`config.mk`:
```
export PLATFORM = sky130hd
export DESIGN_NAME = dmem_lsu
export DESIGN_NICKNAME = d
export VERILOG_FILES = /design/src/rtl/dmem_lsu.sv
export SDC_FILE = /design/constraint.sdc
export NUM_CORES = 1
export LEC_CHECK = 0
export ABC_AREA = 0
export BUFFER_PORTS_ARGS = -buffer_cell sky130_fd_sc_hd__buf_2
export CORE_MARGIN = 8
export CORE_UTILIZATION = 50
export CTS_CLUSTER_SIZE = 24
export DETAILED_ROUTE_END_ITERATION = 8
export GPL_ROUTABILITY_DRIVEN = 1
export PLACE_DENSITY = 0.92
export SYNTH_ARGS = -nofsm -noshare
export SYNTH_HDL_FRONTEND = slang
export SYNTH_SLANG_ARGS = --single-unit
```
`constraint.sdc`:
```
create_clock -name clk -period 2.8 [get_ports clk]
set_clock_uncertainty 0.15 [all_clocks]
set_input_delay 0.28 -clock clk [delete_from_list [all_inputs] [get_ports clk]]
set_output_delay 0.28 -clock clk [all_outputs]
set_load 0.02 [all_outputs]
```
`src/rtl/dmem_lsu.sv`:
```
// rtl/dmem_lsu.sv - load/store unit bridging a single-cycle core to a variable-latency data memory
// Formats sub-word accesses into aligned transactions with byte enables and extends load data.
module dmem_lsu #(
  parameter int TIMEOUT_CYCLES = 255,
  parameter int CNT_W          = 8
) (
  input  logic        clk,
  input  logic        rst,
  input  logic        req_valid,
  input  logic        req_write,
  input  logic [2:0]  req_funct3,
  input  logic [31:0] req_addr,
  input  logic [31:0] req_wdata,
  output logic        req_ready,
  output logic        stall,
  output logic        resp_valid,
  output logic [31:0] resp_rdata,
  output logic        resp_misalign,
  output logic        resp_err,
  output logic        mem_en,
  output logic        mem_we,
  output logic [31:0] mem_addr,
  output logic [31:0] mem_wdata,
  output logic [3:0]  mem_be,
  input  logic [31:0] mem_rdata,
  input  logic        mem_ack
);

  typedef enum logic [1:0] {IDLE, ACCESS, RESP} state_t;

  localparam logic [CNT_W-1:0] TO_VAL = CNT_W'(TIMEOUT_CYCLES);

  state_t            state_q;
  logic [CNT_W-1:0]  cnt_q;
  logic [2:0]        f3_q;
  logic [1:0]        off_q;
  logic              req_ready_q, resp_valid_q, resp_misalign_q, resp_err_q;
  logic              mem_en_q, mem_we_q;
  logic [31:0]       resp_rdata_q, mem_addr_q, mem_wdata_q;
  logic [3:0]        mem_be_q;

  logic              legal_d, misalign_d, to_hit_d;
  logic [CNT_W-1:0]  cnt_d;
  logic [3:0]        be_d;
  logic [31:0]       wdata_d, sh_d, ld_data_d;

  always_comb begin
    legal_d = 1'b0;
    case (req_funct3)
      3'b000, 3'b001, 3'b010: legal_d = 1'b1;
      3'b100, 3'b101:         legal_d = ~req_write;
      default:                legal_d = 1'b0;
    endcase
    // An illegal size code masks any alignment complaint.
    misalign_d = legal_d &&
                 (((req_funct3[1:0] == 2'b01) && req_addr[0]) ||
                  ((req_funct3[1:0] == 2'b10) && (req_addr[1:0] != 2'b00)));

    case (req_funct3[1:0])
      2'b00: begin
        be_d    = 4'b0001 << req_addr[1:0];
        wdata_d = {4{req_wdata[7:0]}};
      end
      2'b01: begin
        be_d    = req_addr[1] ? 4'b1100 : 4'b0011;
        wdata_d = {2{req_wdata[15:0]}};
      end
      default: begin
        be_d    = 4'b1111;
        wdata_d = req_wdata;
      end
    endcase

    sh_d = mem_rdata >> {off_q, 3'b000};
    case (f3_q)
      3'b000:  ld_data_d = {{24{sh_d[7]}}, sh_d[7:0]};
      3'b001:  ld_data_d = {{16{sh_d[15]}}, sh_d[15:0]};
      3'b100:  ld_data_d = {24'b0, sh_d[7:0]};
      3'b101:  ld_data_d = {16'b0, sh_d[15:0]};
      default: ld_data_d = mem_rdata;
    endcase

    cnt_d    = cnt_q + 1'b1;
    to_hit_d = (TIMEOUT_CYCLES != 0) && (cnt_d == TO_VAL);
  end

  always_ff @(posedge clk) begin
    if (!rst) begin
      state_q         <= IDLE;
      cnt_q           <= '0;
      f3_q            <= '0;
      off_q           <= '0;
      req_ready_q     <= 1'b1;
      resp_valid_q    <= 1'b0;
      resp_rdata_q    <= '0;
      resp_misalign_q <= 1'b0;
      resp_err_q      <= 1'b0;
      mem_en_q        <= 1'b0;
      mem_we_q        <= 1'b0;
      mem_addr_q      <= '0;
      mem_wdata_q     <= '0;
      mem_be_q        <= '0;
    end else begin
      case (state_q)
        IDLE: begin
          if (req_valid) begin
            req_ready_q <= 1'b0;
            f3_q        <= req_funct3;
            off_q       <= req_addr[1:0];
            cnt_q       <= '0;
            if (legal_d && !misalign_d) begin
              state_q     <= ACCESS;
              mem_en_q    <= 1'b1;
              mem_we_q    <= req_write;
              mem_addr_q  <= {req_addr[31:2], 2'b00};
              mem_wdata_q <= wdata_d;
              mem_be_q    <= be_d;
            end else begin
              state_q         <= RESP;
              resp_valid_q    <= 1'b1;
              resp_rdata_q    <= '0;
              resp_err_q      <= ~legal_d;
              resp_misalign_q <= misalign_d;
            end
          end
        end
        ACCESS: begin
          // Ack takes priority over a timeout landing in the same cycle.
          if (mem_ack || to_hit_d) begin
            state_q         <= RESP;
            resp_valid_q    <= 1'b1;
            resp_rdata_q    <= (mem_ack && !mem_we_q) ? ld_data_d : 32'b0;
            resp_err_q      <= ~mem_ack;
            resp_misalign_q <= 1'b0;
            mem_en_q        <= 1'b0;
            mem_we_q        <= 1'b0;
            mem_addr_q      <= '0;
            mem_wdata_q     <= '0;
            mem_be_q        <= '0;
          end else begin
            cnt_q <= cnt_d;
          end
        end
        RESP: begin
          state_q         <= IDLE;
          req_ready_q     <= 1'b1;
          cnt_q           <= '0;
          resp_valid_q    <= 1'b0;
          resp_rdata_q    <= '0;
          resp_err_q      <= 1'b0;
          resp_misalign_q <= 1'b0;
        end
        default: begin
          state_q     <= IDLE;
          req_ready_q <= 1'b1;
        end
      endcase
    end
  end

  assign req_ready     = req_ready_q;
  assign stall         = req_valid & ~resp_valid_q;
  assign resp_valid    = resp_valid_q;
  assign resp_rdata    = resp_rdata_q;
  assign resp_misalign = resp_misalign_q;
  assign resp_err      = resp_err_q;
  assign mem_en        = mem_en_q;
  assign mem_we        = mem_we_q;
  assign mem_addr      = mem_addr_q;
  assign mem_wdata     = mem_wdata_q;
  assign mem_be        = mem_be_q;

endmodule

```
==> metrics.md <==
| Metric | Value |
|---|---|
| Largest net degree at the start of global routing | 90 |
| R2r endpoint | resp_rdata[26] |
| CP max stage cell | dlygate4sd3_1 |
| CTS HTree Levels | 4 |
| Cells after DPL | 967 |
| Worst r2r path cells | 5 |
| CP required | 3.01 ns |
| Area delta synth->final | 29.0% |
| Clock transition time at the flip-flop clock pins of the worst setup and hold paths | 0.06 ns |
| WL per Instance | 19.4 µm |
| Die area | 15800 µm² |
| Clock root cell | clkbuf_16 |
| Drt total wl | 19500 µm |
| FFs w/ async S/R, synth | 0 |
| Vias in the first global route | 5937 |
| Worst setup SP type | input port |
| Tcrit/Tclk final | 0.917 |
| CP Max Fanout | 71 |
| Mapped Avg Cell Area | 9.03 µm² |
| Outcome | finished clean |
| Count of pins over their slew limit | 0 |
| TritonRoute pass-1 iters | 5 |
| Crit path cell chain | dlygate4sd3_1 -> buf_2 -> or4_4 -> a21oi_4 -> nor2_4 -> buf_12 -> nor4b_1 -> a31o_2 |
| CP Class | input port to flop |
| Worst Hold Launch | req_write |
| WHS Endpoint | mem_we |
| CTS hold repair buffers | 2 |
| DIE WIDTH | 126 µm |
| GP Congestion | 0.826 |
| First-pass GRT wire length | 30900 µm |
| Final Hold Fails | 0 |
| Post-synth EDFFs | 0 |
| Placed Instance Area | 7150 µm² |
| Via count | 6031 |
| Distinct cells, synth | 49 |
| Mapped Area | 6030 µm² |
| Clk sink count | 119 |
| RSZ-0062 raised after global routing | false |
| Max_cap viols | 0 |
| Family with the most delay on the worst path | simple AND/OR/NAND/NOR gates |
| Port buffer count | 208 |
| Hold Crit Class | input port to flop |
| GRT Total Usage | 0.239 |
| Final Setup Violations | 0 |
| Die Span Y | 126 µm |
| CP arrival | 2.78 ns |
| Slowest stage delay, CP | 0.57 ns |
| Antenna viol nets, final | 0 |
| Setup_tns | 0 ns |
| Postcts setup bufs | 0 |
| Critical R2R Launch | off_q[0] |
| Net count, final | 951 |
| Synth area leader | dfxtp_1 |
| Initial antenna violation count | 2 |
| Static Leak | 3.51 nW |
| Global route overflow | 0 |
| CORE AREA | 11900 µm² |
| Buf/Inv on CP | 3 |
| Post-route design area | 7790 µm² |
| Worst reg2reg setup slack | 0.46 ns |
| Layout Cells excl Fill | 1003 |
| TritonCTS buffer count | 17 |
| CTS tree | built |
| Hold_ws | 0.0348 ns |
| Post-CTS sizing | 0 |
| Slew headroom | 0.488 |
| Sequential area share after synthesis | 0.395 |
| Fmax | 390 MHz |
| Top Ports | 211 |
| Post-synthesis register bit count | 119 |
| Fill count | 948 |
| Mapped Cells | 668 |
| Layout cells sized above 1 | 0.376 |
| Skew-Pair Late Insertion Delay | 0.42 ns |
| Yosys top cell area share | 0.395 |
| Max Root-Sink Buffers | 2 |
| Drc violations | 0 |
| Top area cells in the synthesized netlist | dfxtp_1 (39%), mux2i_1 (12%), a31o_2 (7.8%) |
| Final min period | 2.57 ns |
| Hold path cells | 3 |
| Crit path from | req_addr[1] |
| HPWL after detailed placement | 13500 µm |
| YS warnings | 0 |
| Initial drt markers | 610 |
| Vias per inst | 6.01 |
| Slew @ Worst Pin | 0.769 ns |
| Starting Density | 0.507 |
| VDD IR-drop max | 0.578 mV |
| Primary FF master, synth | dfxtp_1 |
| Std-Cell Rows | 40 |
| Cell Pwr Density | 640 nW/µm² |
| Worst setup EP type | flop |
==> worst max-delay path by stage <==
stage	endpoint	slack (ns)	depth (start not counted)
after floorplan	mem_addr[15]	0.68	9
after global placement	mem_addr[6]	0.53	7
after detailed placement	mem_addr[11]	0.46	7
after CTS	mem_addr[29]	0.25	8
after global routing	mem_addr[29]	0.17	8
final	mem_addr[29]	0.23	8
==> tightest hold or removal path: stages <==
cell,delay (ns)
buf_2,0.12
nand3b_1,0.08
a21oi_1,0.06
==> cell usage after synthesis, types with 2 or more instances <==
cell type / instances
dfxtp_1: 119
buf_2: 17
ha_1: 6
o21ai_2: 2
clkbuf_1: 48
nand3_1: 5
and2_1: 2
buf_1: 5
mux2i_1: 73
or3_1: 11
a21o_1: 11
xor2_1: 2
nor2_1: 29
o211ai_1: 17
o221ai_1: 7
xnor2_1: 2
mux2_2: 2
a211o_1: 3
nor4b_1: 38
nand2b_1: 5
a31oi_1: 3
nor3_1: 6
o2bb2ai_1: 8
a21oi_1: 52
nand2_1: 57
nor2b_1: 5
o21ai_0: 23
a221o_1: 3
nor4_1: 17
inv_1: 9
nor3b_1: 2
a22oi_1: 7
a31o_2: 54
buf_4: 3
==> registers in the layout, summed over array words and instances, names as in the netlist <==
signal         count
cnt_q              8
f3_q               3
mem_addr          30
mem_be             4
mem_en             1
mem_wdata         32
mem_we             1
off_q              2
req_ready          1
resp_err           1
resp_misalign      1
resp_rdata        32
resp_valid         1
state_q            2
==> per-layer routing <==
metal	GRT usage	vias to the layer above	wire length (µm)
met5	0	-	8
met1	0.265	2836	7460
met3	0.123	41	2360
met2	0.387	313	9200
met4	0.0870	2	454
li1	-	2839	-
==> kinds of logic (layout without fill, tap and decap cells) <==
kind of cell,Yosys count,count (layout),synth area share
flops,119,119,0.395
fa+ha+maj,6,6,0.0124
xor+xnor,4,4,0.00581
compound gates,194,194,0.228
other cells,1,4,0.000621
buf+inv,82,267,0.0564
simple gates,186,186,0.173
mux,76,76,0.129
==> cell type report <==
class / instances / area [µm²] / share of cell area
Antenna cell: 2 / 5.00 / 0.000643
Clock buffer: 19 / 443 / 0.0569
Clock inverter: 13 / 171 / 0.0220
Inverter: 9 / 33.8 / 0.00434
Multi-Input combinational cell: 468 / 3340 / 0.428
Sequential cell: 119 / 2380 / 0.306
Tap cell: 147 / 184 / 0.0236
Timing Repair Buffer: 226 / 1230 / 0.158
==> per-stage QoR <==
step	util	power (mW)	worst slack [ns]
finish	0.654	4.98	0.233
floorplan	-	2.44	0.684
CTS	0.653	5.00	0.252
global placement	0.600	2.73	0.531
detailed placement	0.600	2.74	0.460
global route	0.653	5.16	0.169
==> placed cells by master, fill, tap and decap left out, drive strengths merged, types with 5 or more instances in the layout <==
cell and instances:
a22oi 7, a31o 54, dfxtp 119, o21ai 25, or3 11, inv 12, nor2b 5, o2bb2ai 8
clkinv 5, nor4b 38, nor4 17, mux2i 73, nand2b 5, nor3 6, a21oi 53, nor2 30
a21o 11, nand3 5, clkbuf 19, nand2 57, o221ai 7, buf 224, ha 6, o211ai 17
==> where the power goes <==
group	total (mW)	leakage (nW)	internal (mW)	switching, mW
Combinational	0.885	2.25	0.338	0.547
Sequential	1.84	0.965	1.78	0.0570
Clock	2.26	0.295	1.43	0.830
No activity file was read; power rests on OpenSTA's default activity.
